==> config.mk <==
export PLATFORM = sky130hd
export DESIGN_NAME = psr_stack_flat
export DESIGN_NICKNAME = d
export VERILOG_FILES = /design/src/rtl/psr_pkg.sv /design/src/rtl/psr_stack_if.sv /design/src/rtl/psr_flag_stack.sv /design/src/rtl/psr_stack.sv /design/src/flat_wrapper.sv
export SDC_FILE = /design/constraint.sdc
export NUM_CORES = 1
export LEC_CHECK = 0
export CAP_MARGIN = 20
export CELL_PAD_IN_SITES_DETAIL_PLACEMENT = 0
export CELL_PAD_IN_SITES_GLOBAL_PLACEMENT = 2
export CORE_ASPECT_RATIO = 1.1
export CORE_MARGIN = 8
export CORE_UTILIZATION = 31
export DETAILED_ROUTE_END_ITERATION = 10
export GPL_ROUTABILITY_DRIVEN = 0
export PLACE_DENSITY = 0.85
export SLEW_MARGIN = 30
export SYNTH_ARGS = -nofsm -noshare
export SYNTH_HDL_FRONTEND = slang
export SYNTH_SLANG_ARGS = --single-unit
==> constraint.sdc <==
create_clock -name iClk -period 2.45 [get_ports iClk]
set_input_delay 0.6125 -clock iClk [delete_from_list [all_inputs] [get_ports iClk]]
set_output_delay 0.6125 -clock iClk [all_outputs]
set_load 0.01 [all_outputs]
==> src/rtl/psr_pkg.sv <==
// psr_pkg
// Shared definitions for the processor status register slice.
// Holds the flag bit positions inside the status word, the flag count and
// the status word type used by the interface, the stack and the top level.
package psr_pkg;

  localparam int NUM_FLAGS = 6;

  localparam int FLAG_C = 0;
  localparam int FLAG_E = 1;
  localparam int FLAG_P = 2;
  localparam int FLAG_Z = 3;
  localparam int FLAG_N = 4;
  localparam int FLAG_V = 5;

  typedef logic [NUM_FLAGS-1:0] psr_t;

endpackage

==> src/rtl/psr_stack_if.sv <==
// psr_stack_if
// Bundles the datapath/control side of the status register.
//   iData/iOvf/iUpd/iMask : ALU result, overflow, update strobe, flag enables
//   iLoad/iLoadData       : direct bus write of the whole status word
//   iPush/iPop            : save/restore on the flag stack
//   iClrErr               : clear the sticky stack error
//   oPSR/oDepth/oFull/oEmpty/oErr : registered status and stack state
// master drives the controls (datapath/bench), slave is the status register.
interface psr_stack_if #(
  parameter int Bits  = 12,
  parameter int Depth = 4
);
  import psr_pkg::*;

  localparam int DepthW = $clog2(Depth + 1);

  logic [Bits:0]     iData;
  logic              iOvf;
  logic              iUpd;
  psr_t              iMask;
  logic              iLoad;
  psr_t              iLoadData;
  logic              iPush;
  logic              iPop;
  logic              iClrErr;

  psr_t              oPSR;
  logic [DepthW-1:0] oDepth;
  logic              oFull;
  logic              oEmpty;
  logic              oErr;

  modport master (
    output iData, iOvf, iUpd, iMask, iLoad, iLoadData, iPush, iPop, iClrErr,
    input  oPSR, oDepth, oFull, oEmpty, oErr
  );

  modport slave (
    input  iData, iOvf, iUpd, iMask, iLoad, iLoadData, iPush, iPop, iClrErr,
    output oPSR, oDepth, oFull, oEmpty, oErr
  );

endinterface

==> src/rtl/psr_flag_stack.sv <==
// psr_flag_stack
// LIFO of saved status words used across interrupt entry/return.
//   iClk, iRst_n : clock, asynchronous active-low reset (pointer only)
//   iPush, iPop  : save / restore request; both at once is a no-op
//   iClrErr      : clear sticky error
//   iWrData      : status word to save
//   oTop         : entry at the top of the stack (valid when not empty)
//   oPopValid    : a restore takes effect on this edge
//   oDepth, oFull, oEmpty, oErr : occupancy and sticky misuse flag
module psr_flag_stack
  import psr_pkg::*;
#(
  parameter int Depth = 4,
  parameter int PtrW  = $clog2(Depth + 1)
) (
  input  logic            iClk,
  input  logic            iRst_n,
  input  logic            iPush,
  input  logic            iPop,
  input  logic            iClrErr,
  input  psr_t            iWrData,
  output psr_t            oTop,
  output logic            oPopValid,
  output logic [PtrW-1:0] oDepth,
  output logic            oFull,
  output logic            oEmpty,
  output logic            oErr
);

  localparam int IdxW = (Depth > 1) ? $clog2(Depth) : 1;

  psr_t            mem [Depth];
  logic [PtrW-1:0] ptr;
  logic            errReg;
  logic            pushOnly;
  logic            popOnly;
  logic            doPush;
  logic            doPop;
  logic            errNow;
  logic [IdxW-1:0] wrIdx;
  logic [IdxW-1:0] rdIdx;

  assign oFull    = (ptr == PtrW'(Depth));
  assign oEmpty   = (ptr == '0);
  assign pushOnly = iPush & ~iPop;
  assign popOnly  = iPop & ~iPush;
  assign doPush   = pushOnly & ~oFull;
  assign doPop    = popOnly & ~oEmpty;
  assign errNow   = (pushOnly & oFull) | (popOnly & oEmpty);

  // Pointer counts occupied entries; the next free slot is at ptr and the
  // top of stack at ptr-1, truncated to the storage index width.
  assign wrIdx = IdxW'(ptr);
  assign rdIdx = IdxW'(ptr - 1'b1);

  assign oTop      = mem[rdIdx];
  assign oPopValid = doPop;
  assign oDepth    = ptr;
  assign oErr      = errReg;

  // Storage is deliberately left out of reset; entries above the pointer
  // are never observed.
  always_ff @(posedge iClk) begin
    if (doPush) begin
      mem[wrIdx] <= iWrData;
    end
  end

  always_ff @(posedge iClk or negedge iRst_n) begin
    if (!iRst_n) begin
      ptr <= '0;
    end else if (doPush) begin
      ptr <= ptr + 1'b1;
    end else if (doPop) begin
      ptr <= ptr - 1'b1;
    end
  end

  // A fresh error wins over a clear issued in the same cycle.
  always_ff @(posedge iClk or negedge iRst_n) begin
    if (!iRst_n) begin
      errReg <= 1'b0;
    end else if (errNow) begin
      errReg <= 1'b1;
    end else if (iClrErr) begin
      errReg <= 1'b0;
    end
  end

endmodule

==> src/rtl/psr_stack.sv <==
// psr_stack
// Processor status register with per-flag masked update from the ALU
// result, direct bus load and a save/restore stack for nested interrupts.
//   iClk, iRst_n : clock, asynchronous active-low reset
//   bus          : psr_stack_if slave (controls in, status/stack state out)
// Flags: [0]C carry, [1]E even, [2]P odd parity, [3]Z zero, [4]N negative,
// [5]V signed overflow.
module psr_stack
  import psr_pkg::*;
#(
  parameter int Bits  = 12,
  parameter int Depth = 4
) (
  input logic        iClk,
  input logic        iRst_n,
  psr_stack_if.slave bus
);

  logic [Bits-1:0] result;
  psr_t            newFlags;
  psr_t            merged;
  psr_t            psrReg;
  psr_t            stackTop;
  logic            popValid;

  assign result = bus.iData[Bits-1:0];

  // Carry is kept out of the parity, zero and sign decisions.
  always_comb begin
    newFlags         = '0;
    newFlags[FLAG_C] = bus.iData[Bits];
    newFlags[FLAG_E] = ~result[0];
    newFlags[FLAG_P] = ^result;
    newFlags[FLAG_Z] = ~|result;
    newFlags[FLAG_N] = result[Bits-1];
    newFlags[FLAG_V] = bus.iOvf;
  end

  assign merged = (psrReg & ~bus.iMask) | (newFlags & bus.iMask);

  psr_flag_stack #(
    .Depth (Depth)
  ) uStack (
    .iClk      (iClk),
    .iRst_n    (iRst_n),
    .iPush     (bus.iPush),
    .iPop      (bus.iPop),
    .iClrErr   (bus.iClrErr),
    .iWrData   (psrReg),
    .oTop      (stackTop),
    .oPopValid (popValid),
    .oDepth    (bus.oDepth),
    .oFull     (bus.oFull),
    .oEmpty    (bus.oEmpty),
    .oErr      (bus.oErr)
  );

  // A successful restore overrides any load or update in the same cycle, so
  // an interrupt return always gets back exactly the saved flags. A push
  // saves the pre-edge value and leaves load/update free to act.
  always_ff @(posedge iClk or negedge iRst_n) begin
    if (!iRst_n) begin
      psrReg <= '0;
    end else if (popValid) begin
      psrReg <= stackTop;
    end else if (bus.iLoad) begin
      psrReg <= bus.iLoadData;
    end else if (bus.iUpd) begin
      psrReg <= merged;
    end
  end

  assign bus.oPSR = psrReg;

endmodule

==> src/flat_wrapper.sv <==
// flat-port wrapper written by rule: the top's interface ports become plain ports
module psr_stack_flat import psr_pkg::*;
#(
  parameter int Bits  = 12,
  parameter int Depth = 4
)
  (iClk, iRst_n, bus_iData, bus_iOvf, bus_iUpd, bus_iMask, bus_iLoad, bus_iLoadData, bus_iPush, bus_iPop, bus_iClrErr, bus_oPSR, bus_oDepth, bus_oFull, bus_oEmpty, bus_oErr);
  psr_stack_if #(.Bits(Bits), .Depth(Depth)) bus_i ();
  input logic iClk;
  input logic iRst_n;
  input wire logic [$bits(bus_i.iData)-1:0] bus_iData;
  input wire logic [$bits(bus_i.iOvf)-1:0] bus_iOvf;
  input wire logic [$bits(bus_i.iUpd)-1:0] bus_iUpd;
  input wire logic [$bits(bus_i.iMask)-1:0] bus_iMask;
  input wire logic [$bits(bus_i.iLoad)-1:0] bus_iLoad;
  input wire logic [$bits(bus_i.iLoadData)-1:0] bus_iLoadData;
  input wire logic [$bits(bus_i.iPush)-1:0] bus_iPush;
  input wire logic [$bits(bus_i.iPop)-1:0] bus_iPop;
  input wire logic [$bits(bus_i.iClrErr)-1:0] bus_iClrErr;
  output wire logic [$bits(bus_i.oPSR)-1:0] bus_oPSR;
  output wire logic [$bits(bus_i.oDepth)-1:0] bus_oDepth;
  output wire logic [$bits(bus_i.oFull)-1:0] bus_oFull;
  output wire logic [$bits(bus_i.oEmpty)-1:0] bus_oEmpty;
  output wire logic [$bits(bus_i.oErr)-1:0] bus_oErr;
  assign bus_i.iData = bus_iData;
  assign bus_i.iOvf = bus_iOvf;
  assign bus_i.iUpd = bus_iUpd;
  assign bus_i.iMask = bus_iMask;
  assign bus_i.iLoad = bus_iLoad;
  assign bus_i.iLoadData = bus_iLoadData;
  assign bus_i.iPush = bus_iPush;
  assign bus_i.iPop = bus_iPop;
  assign bus_i.iClrErr = bus_iClrErr;
  assign bus_oPSR = bus_i.oPSR;
  assign bus_oDepth = bus_i.oDepth;
  assign bus_oFull = bus_i.oFull;
  assign bus_oEmpty = bus_i.oEmpty;
  assign bus_oErr = bus_i.oErr;
  psr_stack #(.Bits(Bits), .Depth(Depth)) u_core (.iClk(iClk), .iRst_n(iRst_n), .bus(bus_i));
endmodule
After elaboration in Yosys (flattened, before gate mapping)
Memories as Yosys holds them, arrays and structs flattened.
Index checks and enable logic that the tools add are counted.
W data, S select, Z words.
{"block": "totals", "out_inout_bits": 12, "romBits": 0, "ff_bits": 10, "latch_bits": 0, "word_cells": 39, "input_bits": 33, "mem_bits_rw": 24, "n_memories": 1}
{"block": "classes", "n_lt_le_gt_ge": 0, "bitwise": 16, "mul": 0, "div_mod_pow": 0, "muxes": 9, "add_sub_neg": 2, "n_eq_ne": 1, "shift": 0, "reduce_logical": 7}
{"memory": "u_core.uStack.mem", "words": 4, "word_bits": 6, "rd": 1, "rd_clocked_by_memory_dff": 0, "wr": 1, "line_no": "psr_flag_stack.sv:32", "source": "psr_t mem [Depth];"}
{"operator": "$mux W6", "count": 3}
{"operator": "$and A6 B6 Y6", "count": 2}
{"operator": "$reduce_or A12 Y1", "count": 1}
{"operator": "$reduce_xor A12 Y1", "count": 1}
{"operator": "$and A1 B1 Y1", "count": 6}
{"operator": "$mux W3", "count": 2}
{"operator": "$not A6 Y6", "count": 1}
{"operator": "$or A6 B6 Y6", "count": 1}
{"operator": "$not A1 Y1", "count": 5}
{"operator": "$mux W1", "count": 4}
{"operator": "$reduce_bool A2 Y1", "count": 2}
{"operator": "$add A3 B1 Y3 const B", "count": 1}
{"operator": "$eq A3 B3 Y1 const B", "count": 1}
{"operator": "$logic_not A3 Y1", "count": 1}
{"operator": "$reduce_bool A3 Y1", "count": 1}
{"operator": "$sub A3 B1 Y3 const B", "count": 1}
{"operator": "$logic_not A1 Y1", "count": 1}
{"operator": "$or A1 B1 Y1", "count": 1}

Depth between registers and ports, before layout
{"block": "logic_depth", "depth_word": 7, "depth_mapped": 8, "mapped_depth_nobuf": 7}

Hierarchy
A second synthesis with hierarchy kept.
{"block": "hier_totals", "hier_cells": 131, "area_unflattened_um2": 1773.0}
{"mod": "psr_flag_stack", "area_each_um2": 1218.7, "instances": 1, "cells_per_inst": 66}
{"mod": "psr_stack", "area_each_um2": 554.3, "instances": 1, "cells_per_inst": 65}

Worst setup path before layout
No wires, ideal clock.
{"block": "synth_timing", "path_type": "register to register", "startpoint": "register u_core.uStack.ptr[0] (netlist: u_core.uStack.oDepth[0])", "endpoint": "memory u_core.uStack.mem[3][0] (netlist bit), enable pin", "setup_ps": 320, "slack_ps": 405, "t_required_ps": 2130, "arrival_ps": 1724, "stages_incl_launch_ff": 7, "path_buffers": 1, "cell_sequence": "dfrtp_1 buf_2 inv_1 ha_1 and2_1 nor2_1 and2_1"}
{"block": "synth_via", "elab_chain_len": 5}
{"element": "start, declared", "line_no": "psr_flag_stack.sv:33", "source": "logic [PtrW-1:0] ptr;"}
{"element": "start signal, assigned", "line_no": "psr_flag_stack.sv:73", "source": "ptr <= ptr + 1'b1;"}
{"element": "start signal, assigned", "line_no": "psr_flag_stack.sv:75", "source": "ptr <= ptr - 1'b1;"}
{"element": "$eq A3 B3 Y1", "line_no": "psr_flag_stack.sv:43", "source": "assign oFull = (ptr == PtrW'(Depth));"}
{"element": "via bus_oFull", "line_no": "flat_wrapper.sv:22", "source": "output wire logic [$bits(bus_i.oFull)-1:0] bus_oFull;"}
{"element": "$not A1 Y1", "line_no": "psr_flag_stack.sv:47", "source": "assign doPush = pushOnly & ~oFull;"}
{"element": "$and A1 B1 Y1", "line_no": "psr_flag_stack.sv:47"}
{"element": "$mux W1", "line_no": "psr_flag_stack.sv:64", "source": "if (doPush) begin"}
{"element": "$mux W1 (implied by the code)", "line_no": "psr_flag_stack.sv:65", "source": "mem[wrIdx] <= iWrData;"}
{"element": "end, declared", "line_no": "psr_flag_stack.sv:32"}
The timed path passes the listed nets, and every way through them passes these cells.

Final worst setup path
{"block": "layout_timing", "startpoint": "register u_core.uStack.ptr[1] (netlist: u_core.uStack.oDepth[1])", "endpoint": "output port bus_oFull"}
{"block": "layout_via", "elab_chain_len": 1}
{"element": "$eq A3 B3 Y1", "line_no": "psr_flag_stack.sv:43"}
{"element": "end, declared", "line_no": "flat_wrapper.sv:22"}
No other way between the ends.

==> results <==
metal layers:
metal | routed length, um | part of all wire (%)
met5 | 0 | 0
met4 | 88 | 2.2
met3 | 340 | 8.4
met2 | 1750 | 43
met1 | 1850 | 46
worst max-delay path: cells and delay by family, from the launching register on:
family / cells / cell delay [ns]
flip-flops: 1 / 0.44
adder cells (fa/ha/maj): 1 / 0.18
buffers and inverters: 2 / 0.65
AND/OR/NAND/NOR: 1 / 0.15
synth_stat cells, types with 2 or more instances:
master,n
a21boi_0,3
a21oi_1,3
a311oi_1,3
a31oi_1,2
and2_1,4
dfrtp_1,10
edfxtp_1,24
ha_1,11
inv_1,17
mux2i_1,2
mux4_2,6
nand2_1,10
nand2b_1,4
nor2_1,4
o21ai_0,12
xnor2_1,4
worst max path at each step:
stage | endpoint | slack [ns] | cells after the start
after floorplan | u_core.uStack.mem[3][0] | 0.41 | 6
after global placement | register | -0.02 | 7
after detailed placement | register | -0.14 | 7
after CTS | bus_oEmpty | 0.03 | 5
after global routing | bus_oFull | 0.03 | 4
final | bus_oFull | 0.14 | 4
cell families after synthesis:
family	after synthesis	share of synthesized area, %
mux	8	9.12
fa+ha+maj	11	8.09
buf+inv	20	4.93
compound gates	26	9.41
simple gates	26	7.50
flops	34	57.1
xor+xnor	6	3.90
cell type report:
type	instances	area (sq um)	share of cell area, %
Sequential cell	34	971	41.7
Multi-Input combinational cell	77	647	27.8
Inverter	17	63.8	2.74
Clock inverter	2	12.5	0.537
Clock buffer	6	82.6	3.55
Timing Repair Buffer	46	458	19.7
Tap cell	75	93.8	4.03
metrics by stage:
step	hold WS (ns)	TNS [ns]	power [uW]	setup WS, ns
5_1_grt	0.571	0	2230	0.0336
3_3_place_gp	0.517	-0.0172	1670	-0.0172
4_1_cts	0.530	0	2130	0.0344
3_5_place_dp	0.520	-0.137	1690	-0.137
2_1_floorplan	0.317	0	1330	0.405
6_report	0.522	0	2100	0.136
placed cells by master, fill, tap and decap left out, types with 3 or more instances in the layout:
cell type / n
a21boi_0: 3
a21oi_1: 3
a311oi_1: 3
and2_1: 4
clkbuf_8: 6
clkdlybuf4s50_1: 43
dfrtp_1: 10
edfxtp_1: 24
ha_1: 11
inv_1: 16
mux4_2: 6
nand2_1: 10
nand2b_1: 4
nor2_1: 4
o21ai_0: 12
xnor2_1: 4
repair_timing:
action | CTS | global route
hold buffers | 0 | 0
resized for setup | 0 | 2
buffers inserted | 0 | 0
endpoints found under the setup margin | 0 | 2
power by group through the flow:
stage	combinational, uW	clock [uW]	sequential [uW]
2_1_floorplan	453	0	879
4_1_cts	826	439	862
3_5_place_dp	813	0	874
3_3_place_gp	809	0	862
6_report	809	428	862
5_1_grt	890	464	879
==> reports/summary.txt <==
Status -> completed
WP data arrival -> 1.70 ns
Comb power frac -> 38.6%
Area delta synth->final -> 36.8%
CP Launch Point -> u_core.uStack.oDepth[1]
Critical Path Sink Type -> output port
Synth Flop Type -> edfxtp_1
Max VDD drop -> 0.309 mV
WL final -> 4030 um
Hold Path Origin -> u_core.uStack.oErr
R2R depth -> 5
Post-synthesis sequential area ratio -> 57.1%
Worst Skew -> 0.00627 ns
Post-Route Utilization -> 43.7%
Mapped Cells -> 131
Port Buffers -> 44
Worst path required time -> 1.84 ns
Fmax -> 432 MHz
Int Pwr -> 1440 uW
Avg WL per Cell -> 15.7 um
Mean Syn Cell Area -> 13.0 sq um
First-pass GRT wire length -> 6600 um
Initial core utilization -> 32.0%
Max Root-Sink Buffers -> 2
Fin. max-slew vios -> 0
EDFF count, synth -> 24
Max-slew headroom -> 64.5%
RR Endpoint -> u_core.uStack.mem[3][4]
Non-Filler Instances -> 257
Number of global-route vias before repair -> 1302
Clk pwr share -> 20.4%
WS Path Type -> reg -> out
Hold EP -> u_core.uStack.oErr
Met1 usage -> 12.7%
Grt met2 use -> 16.4%
Syn_nets -> 175
Reg2reg start -> u_core.uStack.oDepth[1]
Least-Margin Pin Slew -> 0.531 ns
Num rows -> 28
Crit Path Max Fanout -> 5
Die Height -> 93.7 um
Synth Cell Area -> 1700 sq um
Hold path depth -> 2
Placed Instance Area -> 2230 sq um
Final net count -> 225
Vias -> 1165
Clock tree from TritonCTS -> done
Pre-antenna DRT Iters -> 4
Switching Share -> 31.5%
Dpl cells -> 249
CTS H-tree depth -> 2
Share of cells above drive strength 1 -> 9.89%
CP max stage delay -> 0.54 ns
DP Wirelength -> 3090 um
Chip width -> 86.6 um
GRT Residual Overflow -> 0
Hold Fails Final Rpt -> 0
Final min period -> 2.31 ns
All-Layer GR Usage -> 10.6%
Clk_lat worst skew -> 0.28 ns
Pwr/cell area -> 902 nW/um^2
Synth top area cells -> edfxtp_1 (42%), dfrtp_1 (15%), ha_1 (8.1%)
Sequence of cells on the critical path -> inv_2, ha_1, and2_1, clkdlybuf4s50_1
Post-synthesis cell type count -> 28
Met3 track demand over resource -> 3.94%
Top-area cell type share of the netlist area -> 42.4%
Routed Antenna Nets -> 0
Crit share post-route -> 94.4%
Largest net degree at the start of global routing -> 12
Drt drc -> 0
Boundary pin count -> 45
Fill cell count -> 521
Yosys top cell by area -> edfxtp_1
Gr busiest metal -> met2
RSZ-0062 raised after global routing -> false
Clock Sinks -> 34
Post-route cell area -> 2330 sq um
N_diodes -> 0
Via-to-Cell Ratio -> 4.53
YS warnings -> 0
Total CTS buffers -> 5
Psw -> 661 uW
Max-cap violations -> 0
Worst Hold Class -> reg -> reg
Initial DRC count -> 76
Sequential power share -> 41.1%
P_leak -> 0.000926 uW
Worst reg-to-reg setup slack -> 0.49 ns
Synth Register Bits -> 34
Initial antenna violation count -> 0
Async SR Flop Fraction -> 29.4%
Full die area -> 8120 sq um
Final setup vio count -> 0
Root Buffer -> clkbuf_8
Slowest CP cell -> clkdlybuf4s50_1
Kind of start point of the critical path -> register
Clock Pin Slew Worst Setup and Hold Paths -> 0.07 ns
Total core area -> 5330 sq um
Note: power is estimated with default switching activity, not from simulation.
